[config.mk]
export PLATFORM = sky130hd
export DESIGN_NAME = seq_array_multiplier
export DESIGN_NICKNAME = d
export VERILOG_FILES = /design/src/rtl/seq_mult_pkg.sv /design/src/rtl/mult_row_adder.sv /design/src/rtl/seq_array_multiplier.sv
export SDC_FILE = /design/constraint.sdc
export NUM_CORES = 1
export LEC_CHECK = 0
export BUFFER_PORTS_ARGS = -buffer_cell sky130_fd_sc_hd__buf_2
export CORE_AREA = 10 10 70 72
export DETAILED_ROUTE_END_ITERATION = 6
export DIE_AREA = 0 0 80 82
export PLACE_DENSITY = 0.83
export SKIP_CTS_REPAIR_TIMING = 1
export SKIP_LAST_GASP = 1
export SYNTH_ARGS = -nofsm -noshare
export SYNTH_HDL_FRONTEND = slang
export SYNTH_HIERARCHICAL = 1
export SYNTH_SLANG_ARGS = --single-unit
export TNS_END_PERCENT = 100
[constraint.sdc]
create_clock -name clk -period 10.36 [get_ports clk]
set_input_delay 1.036 -clock clk [delete_from_list [all_inputs] [get_ports clk]]
set_output_delay 1.036 -clock clk [all_outputs]
set_load 0.02 [all_outputs]
[src/rtl/seq_mult_pkg.sv]
// Shared types and helpers for the sequential array multiplier.
package seq_mult_pkg;

    typedef enum logic [1:0] {
        IDLE = 2'd0,
        RUN  = 2'd1,
        DONE = 2'd2
    } state_t;

    // Counter must be able to hold WIDTH itself, one past the last row index.
    function automatic int cnt_w(input int w);
        return $clog2(w + 1);
    endfunction

endpackage

[src/rtl/mult_row_adder.sv]
// One partial-product row added to a WIDTH-bit accumulator slice.
// The adder is a ripple chain of full-adder cells.
module full_adder (
    input  logic a_i,
    input  logic b_i,
    input  logic c_i,
    output logic s_o,
    output logic c_o
);
    assign s_o = a_i ^ b_i ^ c_i;
    assign c_o = (a_i & b_i) | (c_i & (a_i ^ b_i));
endmodule

module mult_row_adder #(
    parameter int WIDTH = 4
) (
    input  logic [WIDTH-1:0] acc_i,
    input  logic [WIDTH-1:0] row_i,
    output logic [WIDTH-1:0] sum_o,
    output logic             cout_o
);
    logic [WIDTH:0] c;

    assign c[0] = 1'b0;

    for (genvar i = 0; i < WIDTH; i++) begin : g_fa
        full_adder u_fa (
            .a_i (acc_i[i]),
            .b_i (row_i[i]),
            .c_i (c[i]),
            .s_o (sum_o[i]),
            .c_o (c[i+1])
        );
    end

    assign cout_o = c[WIDTH];
endmodule

[src/rtl/seq_array_multiplier.sv]
// Iterative WIDTH x WIDTH multiplier: one partial-product row per clock,
// unsigned or two's complement, valid/ready on both sides.
module seq_array_multiplier
    import seq_mult_pkg::*;
#(
    parameter int WIDTH = 4
) (
    input  logic               clk,
    input  logic               rst_n,
    input  logic               in_valid,
    output logic               in_ready,
    input  logic [WIDTH-1:0]   a,
    input  logic [WIDTH-1:0]   b,
    input  logic               signed_mode,
    output logic               out_valid,
    input  logic               out_ready,
    output logic [2*WIDTH-1:0] product,
    output logic               busy
);
    localparam int CW = cnt_w(WIDTH);
    localparam logic [CW-1:0] LAST = CW'(WIDTH - 1);
    localparam logic [2*WIDTH-1:0] SLICE_MASK = {{(WIDTH-1){1'b0}}, {(WIDTH+1){1'b1}}};

    state_t               state_q, state_d;
    logic [WIDTH-1:0]     mcand_q, mcand_d;
    logic [WIDTH-1:0]     mplier_q, mplier_d;
    logic                 neg_q, neg_d;
    logic [2*WIDTH-1:0]   acc_q, acc_d;
    logic [2*WIDTH-1:0]   prod_q, prod_d;
    logic [CW-1:0]        cnt_q, cnt_d;
    logic                 ov_q, ov_d;

    logic [WIDTH-1:0]     a_mag, b_mag;
    logic [WIDTH-1:0]     row, slice, row_sum;
    logic                 row_cout;
    logic [2*WIDTH-1:0]   acc_nxt;

    // -2^(WIDTH-1) negates to itself, which read unsigned is the right magnitude.
    assign a_mag = (signed_mode & a[WIDTH-1]) ? (~a + 1'b1) : a;
    assign b_mag = (signed_mode & b[WIDTH-1]) ? (~b + 1'b1) : b;

    // The multiplier shifts right each row, so bit 0 is always mplier[count].
    assign row   = mcand_q & {WIDTH{mplier_q[0]}};
    assign slice = WIDTH'(acc_q >> cnt_q);

    mult_row_adder #(.WIDTH(WIDTH)) u_row (
        .acc_i  (slice),
        .row_i  (row),
        .sum_o  (row_sum),
        .cout_o (row_cout)
    );

    // Bits above count+WIDTH-1 are still zero, so the carry never ripples further.
    assign acc_nxt = (acc_q & ~(SLICE_MASK << cnt_q))
                   | ({{(WIDTH-1){1'b0}}, row_cout, row_sum} << cnt_q);

    always_comb begin
        state_d  = state_q;
        mcand_d  = mcand_q;
        mplier_d = mplier_q;
        neg_d    = neg_q;
        acc_d    = acc_q;
        prod_d   = prod_q;
        cnt_d    = cnt_q;
        ov_d     = ov_q;
        case (state_q)
            IDLE: begin
                if (in_valid) begin
                    mcand_d  = a_mag;
                    mplier_d = b_mag;
                    neg_d    = signed_mode & (a[WIDTH-1] ^ b[WIDTH-1]);
                    acc_d    = '0;
                    cnt_d    = '0;
                    state_d  = RUN;
                end
            end
            RUN: begin
                acc_d    = acc_nxt;
                mplier_d = mplier_q >> 1;
                cnt_d    = cnt_q + CW'(1);
                if (cnt_q == LAST) begin
                    prod_d  = neg_q ? (~acc_nxt + 1'b1) : acc_nxt;
                    ov_d    = 1'b1;
                    state_d = DONE;
                end
            end
            DONE: begin
                if (out_ready) begin
                    ov_d    = 1'b0;
                    state_d = IDLE;
                end
            end
            default: begin
                ov_d    = 1'b0;
                state_d = IDLE;
            end
        endcase
    end

    always_ff @(posedge clk or negedge rst_n) begin
        if (!rst_n) begin
            state_q  <= IDLE;
            mcand_q  <= '0;
            mplier_q <= '0;
            neg_q    <= 1'b0;
            acc_q    <= '0;
            prod_q   <= '0;
            cnt_q    <= '0;
            ov_q     <= 1'b0;
        end else begin
            state_q  <= state_d;
            mcand_q  <= mcand_d;
            mplier_q <= mplier_d;
            neg_q    <= neg_d;
            acc_q    <= acc_d;
            prod_q   <= prod_d;
            cnt_q    <= cnt_d;
            ov_q     <= ov_d;
        end
    end

    assign in_ready  = (state_q == IDLE);
    assign busy      = (state_q != IDLE);
    assign out_valid = ov_q;
    assign product   = prod_q;

endmodule

==> summary.txt <==
Run status
  – Status: complete, no violations

Clock network
  – Clk Tree Root Cell: sky130_fd_sc_hd__clkbuf_4
  – CTS H-tree lvls: 2
  – Clock latency on the worst-skew pair: between 300 and 400 ps
  – Clock buffer count from CTS: 5
  – Num Clock Sinks: 31
  – Reg clk slew, reported paths: around 100 ps
  – Clock tree from TritonCTS: yes
  – Clock buffer depth: 2

Floorplanning
  – Die Y: 82 um
  – Starting density of the core: between 60% and 70%
  – Core Footprint: around 0.0036 mm2
  – I/O Pins: 24
  – Standard-cell row count: 22
  – Die width: 80 um
  – Die footprint: roughly 0.0066 mm2

Placed design
  – Total half-perimeter wirelength after legalization and detailed placement: between 3 and 4 mm
  – Gp weighted congestion: between 0.9 and 1
  – Count of port buffers added during placement: 23

Drt
  – Routed wire length: approximately 4.7 mm
  – Routed vias/inst: 5.82
  – Total vias in the final route: between 1500 and 2000
  – Per-cell routed wire length: roughly 16 um
  – Post-route antenna net violation count: 0
  – Number of violations reported at the end of detailed-routing iteration 0: approximately 110
  – DR DRC count: 0
  – First-pass detailed-route iteration total: 4

Logic synthesis
  – Number of nets in the synthesized netlist: ~260
  – Sequential-to-total area share from yosys stat: about 36%
  – Share of the synthesized area in the top cell type: 35.8%
  – Number of standard cells after synthesis: approximately 230
  – Top FF cell, synth: sky130_fd_sc_hd__dfrtp_1
  – Number of distinct library cell variants in the gate-level netlist after synthesis: 48
  – Count of yosys warnings during synthesis: 6
  – Number of register bits inferred by synthesis: 31
  – Mapped Avg Cell Area: approximately 9.3 um2
  – Top cell types by occurrence after synthesis: sky130_fd_sc_hd__nand2_1, sky130_fd_sc_hd__dfrtp_1, sky130_fd_sc_hd__o21ai_0
  – Post-synth design cell area: 0.00216 mm2
  – Biggest area contributors in the synthesized netlist: sky130_fd_sc_hd__dfrtp_1, sky130_fd_sc_hd__o21ai_0, sky130_fd_sc_hd__nand2_1
  – Fraction of registers with async set/reset: 100%
  – Most frequent cell after synthesis: sky130_fd_sc_hd__nand2_1
  – EDFF count, synth: 0
  – Yosys top cell by area: sky130_fd_sc_hd__dfrtp_1

STA
  – Setup clock skew after layout: 9.14 ps
  – Final Hold Fails: 0
  – Slew margin rel.: 50.1%
  – Post-route minimum period: ~4700 ps
  – RSZ-0062 raised after global routing: false
  – Crit share post-route: around 46%
  – Final-report setup violation count: 0
  – Max Slew Vio Count: 0
  – Aggregate negative setup slack: 0 ps
  – Actual slew at the worst max-slew pin: 748 ps
  – Max frequency: roughly 210 MHz

Critical path
  – Required time reported for the critical path endpoint: about 11000 ps
  – Critical path class: register to register
  – Largest fanout on the critical path: 21
  – Type of destination of the critical path: register
  – Data arrival time of the critical path: 4970 ps
  – Crit start category: register

Worst hold path
  – Hold WC Path Type: register to register

Global routing
  – Total grt overflow: 0
  – Vias in the first global route: 1796
  – Pin count of the biggest net entering global routing: 32
  – Global routing usage summed across all routing layers: between 15 and 20%
  – Global-route wire length before repair: just over 8 mm
  – Antenna violations before repair: 0

Flow run
  – Max Cap Viol: 0

Cells and area
  – Count of antenna diodes in the layout: 0
  – Number of fill cells: about 300
  – Area Growth Syn to Fin: 8.09%
  – Combined area of the multi-input logic cells: ~0.0013 mm2
  – Layout Nets: around 280
  – Register area: 776 um2
  – Share of post-route cells with drive strength above 1: around 20%
[metrics by stage]
| stage | setup WS, ps | utilization, % | instance area [um2] | std cells | hold WS, ps |
|---|---|---|---|---|---|
| floorplan | 5980 | - | 2160 | 232 | 442 |
| global placement | 5730 | 63.8 | 2280 | 293 | 453 |
| detailed placement | 5620 | 63.8 | 2280 | 293 | 466 |
| CTS | 5620 | 65.4 | 2340 | 300 | 488 |
| global route | 5360 | 65.4 | 2340 | 300 | 520 |
| finish | 5630 | 65.4 | 2340 | 300 | 483 |
[cells by family after synthesis]
| kind of cell | after synthesis | synth area share [%] |
|---|---|---|
| other | 1 | 0.173 |
| buffers and inverters | 24 | 5.03 |
| AND/OR/NAND/NOR | 74 | 15.8 |
| flip-flops | 31 | 35.8 |
| AO/OA/AOI/OAI | 64 | 20.8 |
| multiplexers | 17 | 10.4 |
| XOR/XNOR | 9 | 3.64 |
| adder cells (fa/ha/maj) | 12 | 8.32 |
[layout by cell type, fill, tap and decap left out, types with 7 or more instances in the layout]
| cell | Yosys | routed |
|---|---|---|
| sky130_fd_sc_hd__buf_2 | 3 | 23 |
| sky130_fd_sc_hd__mux2i_1 | 8 | 8 |
| sky130_fd_sc_hd__dfrtp_1 | 31 | 31 |
| sky130_fd_sc_hd__ha_1 | 8 | 8 |
| sky130_fd_sc_hd__a21oi_1 | 7 | 7 |
| sky130_fd_sc_hd__nand2b_1 | 7 | 7 |
| sky130_fd_sc_hd__nand2_1 | 34 | 34 |
| sky130_fd_sc_hd__nor2_1 | 17 | 17 |
| sky130_fd_sc_hd__o21ai_0 | 26 | 26 |
| sky130_fd_sc_hd__inv_1 | 12 | 12 |
[state kept, by name, summed over array words and instances (netlist names)]
register	flops
mplier_q	4
state_q	2
cnt_q	3
product	8
mcand_q	4
neg_q	1
acc_q	8
out_valid	1
[layer usage]
metal / routed length [um] / vias up / track usage (%)
met2: 2250 / 50 / 25.7
met4: 79 / 0 / 6.87
li1: - / 851 / -
met5: 0 / - / 0
met1: 2130 / 839 / 20.0
met3: 218 / 7 / 3.06
[final timing paths]
check                           cells past startpoint                    from  slack [ps]                      end
max in group asynchronous                           1                   rst_n        9210   product[1]$_DFFE_PN0P_
worst min register to register                      2  mcand_q[2]$_DFFE_PN0P_         480   mcand_q[2]$_DFFE_PN0P_
min in group asynchronous                           1                   rst_n         720  mplier_q[3]$_DFFE_PN0P_
worst max register to register                     12    cnt_q[0]$_DFFE_PN0P_        5630   product[7]$_DFFE_PN0P_
worst min-delay path                                2  mcand_q[2]$_DFFE_PN0P_         480   mcand_q[2]$_DFFE_PN0P_
worst max-delay path                               12    cnt_q[0]$_DFFE_PN0P_        5630   product[7]$_DFFE_PN0P_
[critical path, stage by stage, from the launching register on]
cell and delay, ps:
sky130_fd_sc_hd__dfrtp_1 840, sky130_fd_sc_hd__mux4_2 580, sky130_fd_sc_hd__mux2_2 290, sky130_fd_sc_hd__fa_1 430
sky130_fd_sc_hd__fa_1 390, sky130_fd_sc_hd__fa_1 390, sky130_fd_sc_hd__fa_1 480, sky130_fd_sc_hd__mux2_4 320
sky130_fd_sc_hd__mux2_4 280, sky130_fd_sc_hd__a221oi_4 260, sky130_fd_sc_hd__nor2_1 80, sky130_fd_sc_hd__a32oi_1 210
sky130_fd_sc_hd__nand2_1 80
[layout make-up]
type / instances / share of cell area [%]
clock buffers: 6 / 2.19
repair buffers: 23 / 4.92
multi-input cells: 177 / 54.7
clock inverters: 1 / 0.214
flip-flops and latches: 31 / 33.2
well taps: 48 / 2.57
inverters: 14 / 2.25
Power is left out: the tool's default activity adds up to more than one toggle a clock period on the data nets, which glitch-free logic cannot reach.
